==> src/rtl/pr_release_queue.sv <==
// Release queue between ROB retirement and the rename free list: compacts up to
// four retiring old PRs per cycle into a FIFO and presents up to four per cycle.
// Optional build macro: PR_RELEASE_ZERO_FILTER_EN (never recycle PR 0).
module pr_release_queue #(
   parameter int DEPTH = 16
) (
   input  logic       clk,
   input  logic       rst,
   input  logic [3:0] i_ret_valid,
   input  logic [5:0] i_ret_pr0,
   input  logic [5:0] i_ret_pr1,
   input  logic [5:0] i_ret_pr2,
   input  logic [5:0] i_ret_pr3,
   output logic       o_ret_ready,
   input  logic       i_fl_hold,
   output logic [2:0] o_free_pr_num,
   output logic [5:0] o_free_pr_num_in0,
   output logic [5:0] o_free_pr_num_in1,
   output logic [5:0] o_free_pr_num_in2,
   output logic [5:0] o_free_pr_num_in3,
   output logic       o_overflow_err
);

   localparam int AW = $clog2(DEPTH);
   localparam int CW = AW + 1;

   logic [5:0]    r_storage [DEPTH];
   logic [AW-1:0] r_wrPtr;
   logic [AW-1:0] r_rdPtr;
   logic [CW-1:0] r_count;
   logic          r_overflowErr;

   logic [5:0] w_retPr [4];
   logic [3:0] w_slotValid;
   logic [2:0] w_slotOffset [4];
   logic [2:0] w_nIn;
   logic       w_retReady;
   logic       w_enq;
   logic       w_drop;
   logic [2:0] w_freeNum;
   logic [2:0] w_nOut;
   logic [5:0] w_present [4];

   assign w_retPr[0] = i_ret_pr0;
   assign w_retPr[1] = i_ret_pr1;
   assign w_retPr[2] = i_ret_pr2;
   assign w_retPr[3] = i_ret_pr3;

   always_comb begin
      w_slotValid = i_ret_valid;
`ifdef PR_RELEASE_ZERO_FILTER_EN
      // PR 0 is the hard-wired zero register and must never return to the free list
      for (int k = 0; k < 4; k++) begin
         if (w_retPr[k] == 6'd0) begin
            w_slotValid[k] = 1'b0;
         end
      end
`endif
   end

   // Each valid slot lands at wr_ptr plus the number of valid slots below it
   always_comb begin
      logic [2:0] acc;
      acc = 3'd0;
      for (int k = 0; k < 4; k++) begin
         w_slotOffset[k] = acc;
         acc = acc + {2'b00, w_slotValid[k]};
      end
      w_nIn = acc;
   end

   // Ready looks only at registered count; a same-cycle dequeue cannot raise it
   assign w_retReady = (r_count <= CW'(DEPTH - 4));
   assign w_enq      = (w_slotValid != 4'b0000) && w_retReady;
   assign w_drop     = (i_ret_valid != 4'b0000) && !w_retReady;
   assign w_freeNum  = (r_count >= CW'(4)) ? 3'd4 : r_count[2:0];
   assign w_nOut     = i_fl_hold ? 3'd0 : w_freeNum;

   always_comb begin
      for (int k = 0; k < 4; k++) begin
         w_present[k] = 6'd0;
         if (3'(k) < w_freeNum) begin
            w_present[k] = r_storage[r_rdPtr + AW'(k)];
         end
      end
   end

   always_ff @(posedge clk) begin
      if (!rst && w_enq) begin
         for (int k = 0; k < 4; k++) begin
            if (w_slotValid[k]) begin
               r_storage[r_wrPtr + AW'(w_slotOffset[k])] <= w_retPr[k];
            end
         end
      end
   end

   always_ff @(posedge clk) begin
      if (rst) begin
         r_wrPtr       <= '0;
         r_rdPtr       <= '0;
         r_count       <= '0;
         r_overflowErr <= 1'b0;
      end else begin
         if (w_enq) begin
            r_wrPtr <= r_wrPtr + AW'(w_nIn);
         end
         r_rdPtr <= r_rdPtr + AW'(w_nOut);
         r_count <= r_count + (w_enq ? CW'(w_nIn) : CW'(0)) - CW'(w_nOut);
         if (w_drop) begin
            r_overflowErr <= 1'b1;
         end
      end
   end

   assign o_ret_ready       = w_retReady;
   assign o_free_pr_num     = w_freeNum;
   assign o_free_pr_num_in0 = w_present[0];
   assign o_free_pr_num_in1 = w_present[1];
   assign o_free_pr_num_in2 = w_present[2];
   assign o_free_pr_num_in3 = w_present[3];
   assign o_overflow_err    = r_overflowErr;

endmodule

==> config.mk <==
export PLATFORM = sky130hd
export DESIGN_NAME = pr_release_queue
export DESIGN_NICKNAME = d
export VERILOG_FILES = /design/src/rtl/pr_release_queue.sv
export SDC_FILE = /design/constraint.sdc
export NUM_CORES = 1
export LEC_CHECK = 0
export CAP_MARGIN = 20
export CORE_UTILIZATION = 45
export CTS_CLUSTER_DIAMETER = 30
export DETAILED_ROUTE_END_ITERATION = 7
export GPL_TIMING_DRIVEN = 0
export PLACE_DENSITY = 0.65
export SLEW_MARGIN = 20
export SYNTH_ARGS = -nofsm -noshare
export SYNTH_HDL_FRONTEND = slang
export SYNTH_SLANG_ARGS = --single-unit
==> constraint.sdc <==
create_clock -name clk -period 3.91 [get_ports clk]
set_input_delay 0.782 -clock clk [delete_from_list [all_inputs] [get_ports clk]]
set_output_delay 0.782 -clock clk [all_outputs]
set_load 0.02 [all_outputs]
==> results.py <==
metrics = {
    "clocking": {
        "clk_pin_slew_worst_paths_ns": 0.09,
        "cts_buffer_depth": 2,
        "cts_made_buffers": 9,
        "cts_sinks": 110,
        "htreeDepth": 3,
        "cts_tree": "yes",
        "clk_latency_ns": 0.36,
        "cts_root_buf": "clkbuf_16",
    },
    "synthesis": {
        "yosysUniqueCellTypes": 75,
        "syn_area_per_cell_um2": 10.4,
        "synthTopCellsByArea": "edfxtp_1 25%, mux4_2 21%, mux2i_1 6.6%, a221oi_1 3.9%, nor2_1 3.1%",
        "ys_ff_latch": 110,
        "yosysTopAreaCell": "edfxtp_1",
        "synthCells": 1093,
        "syn-num-nets": 1160,
        "synth_seq_area_share_pct": 27.7,
        "synth_edf_count": 96,
        "async_flop_share_pct": 0,
        "synth.top_cell.area_share_pct": 25.3,
        "ys.flop_type": "edfxtp_1",
        "yosysWarnings": 0,
        "synth_area_mm2": 0.0114,
    },
    "hold_path": {
        "hp-class": "reg -> reg",
        "whs_path_depth": 1,
        "hp-start": "o_overflow_err",
        "holdPathEnd": "o_overflow_err",
    },
    "sta": {
        "finalHoldViolCount": 0,
        "fin_ws_ns": -0.0312,
        "slew_headroom_pct": 22.1,
        "setup_viol": 2,
        "finalMaxSlewViolations": 0,
        "fin_crit_sh_pct": 101,
        "period_needed_ns": 3.94,
        "setup_tns_ns": -0.0323,
        "fmax_mhz": 254,
        "rsz0062_at_grt": "true",
        "skew_ns": 0.0178,
        "worst_pin_slew_ns": 1.16,
    },
    "global_route": {
        "grt_pass1_vias": 10561,
        "grt-ovfl-total": 0,
        "grt_pass1_wl_um": 75200,
        "antenna_found_initial": 1,
        "grt_util_all_layers_pct": 40.9,
        "grt_max_degree": 21,
    },
    "status": {
        "violations": "setup timing",
        "outcome": "complete, but fails checks",
    },
    "placed_design": {
        "gp_congestion": 1.03,
        "hpwl_um": 41000,
        "portBuffers": 50,
        "placed_cells": 1469,
        "post-place-ws_ns": -1.98,
    },
    "layout": {
        "drive_above_1_share_pct": 31.8,
        "syn2layout_area_growth_pct": 21.8,
        "final_nets": 1249,
        "fin_cells": 1512,
        "fillCellCount": 2158,
    },
    "worst_setup_path": {
        "crit_arrival_ns": 4.09,
        "crit_path_start_kind": "primary input",
        "critPathMaxStageDelay_ns": 0.74,
        "r2r_end": "r_storage[9][3]",
        "crit_path_cell_trace": "clkbuf_2 > fa_1 > ha_1 > inv_1 > fa_2 > nand4b_1 > buf_4 > nor4_1 > a21oi_1 > a31oi_2",
        "ff2ff_path_depth": 7,
        "end_kind": "flop",
        "critPathMaxFanout": 5,
        "path_buf_inv": 3,
        "r2r_start": "r_wrPtr[0]",
        "path_class": "in -> reg",
        "slowest_stage": "nor4_1",
        "reg2reg_slack_ns": 0.10,
        "crit_family": "adder cells",
        "cp.required_ns": 4.06,
    },
    "floorplan": {
        "core.rowCount": 57,
        "fp.dieW_um": 161,
        "core_mm2": 0.0246,
        "io_pins": 60,
        "initial_core_util_pct": 46.4,
        "dieArea_mm2": 0.0260,
        "die_h_um": 161,
    },
    "routing": {
        "ant_nets": 0,
        "vias": 11411,
        "vias_per_cell": 7.55,
        "totalWireLength_um": 53100,
        "wl_per_cell_um": 35.1,
        "drtIter0Drc": 1809,
        "drc": 0,
        "drt-pass1-iter-count": 8,
    },
    "power_and_ir_drop": {
        "p_leak_uw": 0.00481,
        "power_density_mw_per_mm2": 587,
        "ir_drop_v": 0.000389,
        "finalPower_uw": 8160,
    },
    "run": {
        "drv_cap": 0,
    },
}
worst register-to-register path: stages, from the launching register on:
cell      delay, ns
dfxtp_1        0.54
ha_1           0.31
ha_1           0.27
nand2b_1       0.19
nor3_1         0.90
o211ai_1       0.55
mux2i_1        0.26
a221oi_2       0.52
area by class of cell:
| cell class | instances | area [um^2] | area share (%) |
|---|---|---|---|
| clock inverter | 6 | 55.1 | 0.396 |
| antenna | 1 | 2.50 | 0.0180 |
| tap | 324 | 405 | 2.92 |
| inverter | 29 | 114 | 0.819 |
| sequential | 110 | 3170 | 22.8 |
| buffer | 97 | 577 | 4.15 |
| clock buffer | 10 | 229 | 1.65 |
| multi-input combinational | 855 | 8610 | 62.0 |
| timing repair buffer | 80 | 729 | 5.25 |
cells in the final DEF, fill, tap and decap left out, drive strengths merged, types with 25 or more instances in the layout:
| cell type | Yosys | final |
|---|---|---|
| mux2i | 75 | 75 |
| a211oi | 47 | 47 |
| a221oi | 54 | 54 |
| mux4 | 108 | 108 |
| edfxtp | 96 | 96 |
| nand2 | 51 | 51 |
| nor2b | 30 | 30 |
| nand3 | 40 | 40 |
| inv | 27 | 30 |
| and3 | 25 | 25 |
| a21oi | 33 | 33 |
| nor3 | 46 | 46 |
| nor2 | 95 | 95 |
| clkdlybuf4s50 | 0 | 34 |
| buf | 44 | 77 |
| o31ai | 34 | 34 |
| clkbuf | 55 | 70 |
| ha | 28 | 28 |
kinds of logic after synthesis:
group / Yosys count / synth area share [%]
XOR/XNOR: 17 / 1.31
flip-flops: 110 / 27.7
buffers and inverters: 128 / 4.56
adder cells (fa/ha/maj): 36 / 4.47
AO/OA/AOI/OAI: 260 / 17.6
AND/OR/NAND/NOR: 358 / 16.4
multiplexers: 184 / 28.0
how the worst max path moves through the flow:
stage / from / endpoint / slack, ns / cells after the start
2_1_floorplan: i_ret_valid[0] / r_storage[2][0] / -0.007 / 9
3_3_place_gp: r_rdPtr[1] / o_free_pr_num_in3[3] / -1.98 / 10
3_5_place_dp: r_rdPtr[1] / o_free_pr_num_in3[3] / -1.98 / 10
4_1_cts: i_ret_valid[0] / r_count[3] / 0.0009 / 14
5_1_grt: i_ret_valid[2] / r_storage[1][4] / -0.07 / 10
6_report: i_ret_valid[2] / r_storage[1][4] / -0.03 / 10
repair_timing:
item,CTS,global route
endpoints found under the hold margin,0,0
setup buffers,28,0
hold buffers,0,0
gates resized for setup,220,66
setup endpoints to repair,221,211
pin swaps,11,3
power breakdown:
part / internal, uW / total [uW] / switching (uW) / leakage (uW)
clock network: 446 / 895 / 449 / 0.000141
logic: 2200 / 5460 / 3260 / 0.00368
registers: 1530 / 1800 / 274 / 0.000986
total: 4180 / 8160 / 3980 / 0.00481
through the flow:
stage | hold slack (ns) | instance area (um^2) | util [%]
finish | 0.500 | 13900 | 56.5
global route | 0.514 | 13900 | 56.5
CTS | 0.500 | 13700 | 55.8
detailed placement | 0.480 | 12400 | 50.4
global placement | 0.478 | 12400 | 50.3
floorplan | 0.583 | 11500 | -
flip-flops by register name, summed over array words and instances, names as in the netlist:
signal and flops:
r_count 5, r_wrPtr 4, r_rdPtr 4, r_storage 96, o_overflow_err 1
cell usage after synthesis (9+ instances only):
library cell and number:
and3_1 25, nor2b_1 30, a31oi_1 9, a22oi_1 11, buf_2 26, a211oi_1 39, or4_1 10, nand2_1 51
o211ai_1 22, xor2_1 9, nand2b_1 9, and2_1 9, dfxtp_1 14, a221oi_1 51, o31ai_1 33, a21oi_1 33
ha_1 28, clkbuf_1 55, mux4_2 108, nand3_1 37, edfxtp_1 96, o21ai_0 16, inv_1 26, nor3_1 45
nor2_1 95, buf_1 16, mux2i_1 75
per-layer routing:
layer | global-route usage [%] | wire length [um] | vias up
met1 | 53.7 | 19800 | 5582
met5 | 0 | 0 | -
met4 | 21.5 | 3830 | 0
met2 | 64.2 | 23600 | 980
li1 | - | - | 4614
met3 | 8.01 | 5790 | 235
Power figures use the tool's default switching activity.
